[config.mk]
export PLATFORM = sky130hd
export DESIGN_NAME = ram_burst_reader
export DESIGN_NICKNAME = d
export VERILOG_FILES = /design/src/rtl/ram_burst_reader_pkg.sv /design/src/rtl/ram_rd_skid_fifo.sv /design/src/rtl/ram_burst_reader.sv
export SDC_FILE = /design/constraint.sdc
export NUM_CORES = 1
export LEC_CHECK = 0
export ABC_AREA = 1
export CAP_MARGIN = 20
export CORE_MARGIN = 1
export CORE_UTILIZATION = 35
export CTS_CLUSTER_DIAMETER = 80
export DETAILED_ROUTE_END_ITERATION = 12
export PLACE_DENSITY = 0.59
export SLEW_MARGIN = 20
export SYNTH_ARGS = -nofsm -noshare
export SYNTH_HDL_FRONTEND = slang
export SYNTH_SLANG_ARGS = --single-unit
[constraint.sdc]
create_clock -name CLK -period 5 [get_ports CLK]
set_input_delay 0.5 -clock CLK [delete_from_list [all_inputs] [get_ports CLK]]
set_output_delay 0.5 -clock CLK [all_outputs]
set_load 0.05 [all_outputs]
[src/rtl/ram_burst_reader_pkg.sv]
// Shared constants for the RAM burst reader: FSM encoding, skid FIFO sizing
// and default widths matching the attached single-cycle-latency RAM.
package ram_burst_reader_pkg;
  localparam int ADDR_LEN_DEF = 16;
  localparam int DATA_LEN_DEF = 8;
  localparam int RD_LATENCY   = 1;
  // One slot per cycle of read latency plus one so a stalled head never blocks issue.
  localparam int FIFO_DEPTH   = RD_LATENCY + 1;
  localparam int FIFO_CW      = $clog2(FIFO_DEPTH + 1);
  localparam int FIFO_PW      = $clog2(FIFO_DEPTH);

  typedef logic [1:0] state_t;
  localparam state_t ST_IDLE  = 2'd0;
  localparam state_t ST_ISSUE = 2'd1;
  localparam state_t ST_DRAIN = 2'd2;
endpackage

[src/rtl/ram_rd_skid_fifo.sv]
// Two-entry skid FIFO turning the fixed-latency RAM Q stream into a
// valid/ready stream; head entry is presented directly on data_o.
module ram_rd_skid_fifo
  import ram_burst_reader_pkg::*;
#(
  parameter int DATA_LEN = DATA_LEN_DEF
) (
  input  logic                clk_i,
  input  logic                rst_i,
  input  logic                push_i,
  input  logic [DATA_LEN-1:0] data_i,
  input  logic                pop_i,
  output logic [DATA_LEN-1:0] data_o,
  output logic [FIFO_CW-1:0]  count_o,
  output logic                empty_o
);
  logic [DATA_LEN-1:0] mem_q [FIFO_DEPTH];
  logic [FIFO_PW-1:0]  wr_ptr_q, rd_ptr_q;
  logic [FIFO_CW-1:0]  count_q;

  always_ff @(posedge clk_i or posedge rst_i) begin
    if (rst_i) begin
      for (int i = 0; i < FIFO_DEPTH; i++) mem_q[i] <= '0;
      wr_ptr_q <= '0;
      rd_ptr_q <= '0;
      count_q  <= '0;
    end else begin
      if (push_i) begin
        mem_q[wr_ptr_q] <= data_i;
        wr_ptr_q        <= wr_ptr_q + 1'b1;
      end
      if (pop_i) rd_ptr_q <= rd_ptr_q + 1'b1;
      count_q <= count_q + FIFO_CW'(push_i) - FIFO_CW'(pop_i);
    end
  end

  assign data_o  = mem_q[rd_ptr_q];
  assign count_o = count_q;
  assign empty_o = (count_q == '0);

  // Full with a simultaneous pop is fine; full without one would drop a word.
  a_no_overflow: assert property (@(posedge clk_i) disable iff (rst_i)
    !(push_i && !pop_i && count_q == FIFO_CW'(FIFO_DEPTH)));
endmodule

[src/rtl/ram_burst_reader.sv]
// Burst read master for a registered-Q RAM: issues sequential reads under a
// credit rule so the skid FIFO never overflows, and streams words out.
module ram_burst_reader
  import ram_burst_reader_pkg::*;
#(
  parameter int ADDR_LEN = ADDR_LEN_DEF,
  parameter int DATA_LEN = DATA_LEN_DEF
) (
  input  logic                CLK,
  input  logic                RST,
  input  logic                start,
  input  logic [ADDR_LEN-1:0] base_addr,
  input  logic [ADDR_LEN:0]   len,
  output logic                busy,
  output logic                done,
  output logic [ADDR_LEN-1:0] rd_addr,
  input  logic [DATA_LEN-1:0] Q,
  output logic [DATA_LEN-1:0] out_data,
  output logic                out_valid,
  input  logic                out_ready
);
  localparam logic [ADDR_LEN:0] CNT_ONE = (ADDR_LEN+1)'(1);

  state_t              state_q, state_d;
  logic [ADDR_LEN-1:0] ptr_q, ptr_d, last_addr_q, last_addr_d;
  logic [ADDR_LEN:0]   issue_cnt_q, issue_cnt_d, recv_cnt_q, recv_cnt_d;
  logic                inflight_q, done_q, done_d;
  logic [FIFO_CW-1:0]  fifo_cnt;
  logic [FIFO_CW:0]    occ;
  logic                fifo_empty, pop, issue;

  assign out_valid = !fifo_empty;
  assign pop       = out_valid && out_ready;
  // Occupancy after this cycle's pop must leave room for the read issued now.
  assign occ   = (FIFO_CW+1)'(fifo_cnt) + (FIFO_CW+1)'(inflight_q) - (FIFO_CW+1)'(pop);
  assign issue = (state_q == ST_ISSUE) && (occ < (FIFO_CW+1)'(FIFO_DEPTH));

  assign rd_addr = issue ? ptr_q : last_addr_q;
  assign busy    = (state_q != ST_IDLE) || done_q;
  assign done    = done_q;

  always_comb begin
    state_d     = state_q;
    ptr_d       = ptr_q;
    last_addr_d = last_addr_q;
    issue_cnt_d = issue_cnt_q;
    recv_cnt_d  = recv_cnt_q;
    done_d      = 1'b0;
    if (pop) recv_cnt_d = recv_cnt_q - CNT_ONE;
    case (state_q)
      ST_IDLE: begin
        if (start && !done_q) begin
          if (len != '0) begin
            ptr_d       = base_addr;
            issue_cnt_d = len;
            recv_cnt_d  = len;
            state_d     = ST_ISSUE;
          end else begin
            done_d = 1'b1;
          end
        end
      end
      ST_ISSUE: begin
        if (issue) begin
          ptr_d       = ptr_q + 1'b1;
          last_addr_d = ptr_q;
          issue_cnt_d = issue_cnt_q - CNT_ONE;
          if (issue_cnt_q == CNT_ONE) state_d = ST_DRAIN;
        end
      end
      ST_DRAIN: begin
        if (pop && recv_cnt_q == CNT_ONE) begin
          state_d = ST_IDLE;
          done_d  = 1'b1;
        end
      end
      default: state_d = ST_IDLE;
    endcase
  end

  always_ff @(posedge CLK or posedge RST) begin
    if (RST) begin
      state_q     <= ST_IDLE;
      ptr_q       <= '0;
      last_addr_q <= '0;
      issue_cnt_q <= '0;
      recv_cnt_q  <= '0;
      inflight_q  <= 1'b0;
      done_q      <= 1'b0;
    end else begin
      state_q     <= state_d;
      ptr_q       <= ptr_d;
      last_addr_q <= last_addr_d;
      issue_cnt_q <= issue_cnt_d;
      recv_cnt_q  <= recv_cnt_d;
      inflight_q  <= issue;
      done_q      <= done_d;
    end
  end

  ram_rd_skid_fifo #(.DATA_LEN(DATA_LEN)) u_fifo (
    .clk_i  (CLK),
    .rst_i  (RST),
    .push_i (inflight_q),
    .data_i (Q),
    .pop_i  (pop),
    .data_o (out_data),
    .count_o(fifo_cnt),
    .empty_o(fifo_empty)
  );
endmodule
==> results.cfg <==
[run_status]
status = finished with violations
violations = design-rule violations

[clocking]
path_clk_slew_ns = 0.06
cts_root_buffer = clkbuf_16
clockBufferDepth = 2
cts_setup_buffers = 0
cts.sinks = 90
cts_tree = built
hold_buffers = 0
cts_buffers = 9
htree_levels = 3
insertion_delay_ns = 0.36
cts_resized = 0

[logic_synthesis]
synth_cells = 772
synth.avg_cell_area_um2 = 6.87
synth_enable_flop_cells = 0
netlist_top_cells_count = nand2_1, dfrtp_1, inv_1
yosys.area.top_type = dfrtp_1
synth_warnings = 0
syn_area_um2 = 5300
synthDistinctLibCells = 35
ys_async_sr_fraction = 1.00
yosysMostFrequentCell = nand2_1
syn_nets = 824
synth-seq-cells = 90
synth_ff_type = dfrtp_1
yosys-top-cells-area = dfrtp_1, nand2_1, o21ai_0
ys_seq_area_frac = 0.425
netlist.area_leader.share = 0.425

[grt]
grt_max_degree = 55
antenna_found_initial = 0
grt_pass1_wl_um = 22300
track_usage = 0.179
grt.overflow.total = 0
grt_pass1_vias = 4455

[timing]
fmax_mhz = 238
fin_crit_sh = 0.841
holdWs_ns = 0.473
finalCriticalPeriod_ns = 4.20
finalHoldViolations = 0
relSlewSlack = 0.595
rsz0062_at_grt = false
fin_tns_setup_ns = 0
slew_violations = 0
fin_worst_skew_ns = 0.0119
setup_violations = 0
worst_pin_slew_ns = 0.606

[detailed_routing]
drtIter0Drc = 366
first_pass_iters = 9
routed_wirelength_um = 13200
num_vias = 4863
post-route-drc-count = 12
drtAntennaViolNets = 0
vias_per_cell = 4.77
wl_per_cell_um = 12.9

[setup_path]
crit_type = in -> out
cp_slowest_cell = clkdlybuf4s50_1
path_cells = clkdlybuf4s50_1 > inv_1 > nor2_4 > nand2_1 > o21ai_0 > ha_1 > fa_1 > nor2_2 > nand2_4 > inv_1 > nand2_1 > nand2_1 > clkdlybuf4s50_1
critical_path.endpoint_type = output pin
startpoint = out_ready
cpPeakStageDelay_ns = 0.79
start_kind = input port
worstPathRequired_ns = 4.50
r2r-start = u_fifo.count_o[1]$_DFF_PP0_
cpMostUsedCell = nand2_1
arrival_ns = 3.70
path_max_fanout = 46

[power_and_ir_drop]
ir_worst_vdd_v = 0.000311
pwr_density_cell_nw_per_um2 = 694
power_leakage_uw = 0.00313

[floorplan]
die-area_um2 = 15600
row_count = 44
initial_utilization = 0.362
core-area_um2 = 14600
die_y_um = 125
chipWidth_um = 125
io_pins = 72

[final_layout]
final_util = 0.438
drive_gt1_frac = 0.0395
nets = 885
diodes = 0
areaGrowthSynthToFinish_pct = 21.1

[hold_path]
hp-class = in -> async

[placed_design]
dpl.hpwl_um = 9370
routabilityCongestion = 0.809
io_buffers = 71

[run]
drv_cap = 0
## worst max-delay path: cells and delay by family
family,cells,cell delay [ns]
buffers and inverters,4,1.55
and+or+nand+nor,6,0.88
adders and majority gates,2,0.64
AOI/OAI and AO/OA,1,0.10
## metrics by stage
| step | std cells | setup slack (ns) | instance area [um2] | power, uW |
|---|---|---|---|---|
| 3_5_place_dp | 1005 | 0.802 | 6120 | 3820 |
| 3_3_place_gp | 1005 | 0.885 | 6120 | 3800 |
| 6_report | 1020 | 0.795 | 6420 | 4460 |
| 2_1_floorplan | 772 | 1.43 | 5300 | 3200 |
| 5_1_grt | 1020 | 0.530 | 6420 | 4880 |
| 4_1_cts | 1019 | 0.795 | 6400 | 4510 |
## power breakdown
part,internal [uW],total (uW),switching [uW]
Combinational,778,2460,1680
Sequential,1070,1340,263
Clock,362,662,301
## registers in the layout (all words and copies together) (netlist names), 2 cells and up
signal / cells
issue_cnt_q: 17
last_addr_q: 16
ptr_q: 16
recv_cnt_q: 17
state_q: 2
u_fifo.count_o: 2
u_fifo.mem_q: 16
## layout make-up
cell class	instances	area, um2
inverters	91	348
flip-flops and latches	90	2250
fillers	1540	8220
clock buffers	11	253
well taps	184	230
clock inverters	3	25.0
repair buffers	74	746
multi-input cells	567	2570
## placed cells by master (no fill, tap or decap), types with 2 or more instances in the layout
master	instances
nand2_1	274
o21ai_1	27
a21oi_1	8
and2_1	2
nor3_1	3
buf_4	2
nand4_1	10
dfrtp_1	90
clkinv_4	2
ha_1	6
xnor2_1	2
o21ai_0	78
inv_1	86
inv_2	2
clkbuf_8	2
clkdlybuf4s50_1	71
xor2_1	6
nand2_4	2
o211ai_1	2
clkbuf_16	9
nor2_2	4
nor2_1	75
nand3_1	57
## final timing paths
kind	cells past startpoint	end	slack, ns
setup / recovery	13	rd_addr[0]	0.80
hold reg to reg	2	last_addr_q[6]$_DFFE_PP0P_	0.48
hold / removal	2	last_addr_q[2]$_DFFE_PP0P_	0.47
setup reg to reg	14	issue_cnt_q[9]$_DFFE_PP0P_	1.81
min in group CLK	2	last_addr_q[6]$_DFFE_PP0P_	0.48
max in group asynchronous	4	issue_cnt_q[11]$_DFFE_PP0P_	3.46
## routing by layer
layer,global-route usage,wire length (um)
met2,0.279,5850
met3,0.0248,495
met1,0.252,6610
met5,0,0
met4,0.0710,217
## cells by family after synthesis
logic type / after synthesis / synth area share
simple gates: 435 / 0.341
compound gates: 117 / 0.112
buf+inv: 115 / 0.0911
flops: 90 / 0.425
xor+xnor: 8 / 0.0132
fa+ha+maj: 7 / 0.0179
Note: power is estimated with default switching activity, not from simulation.
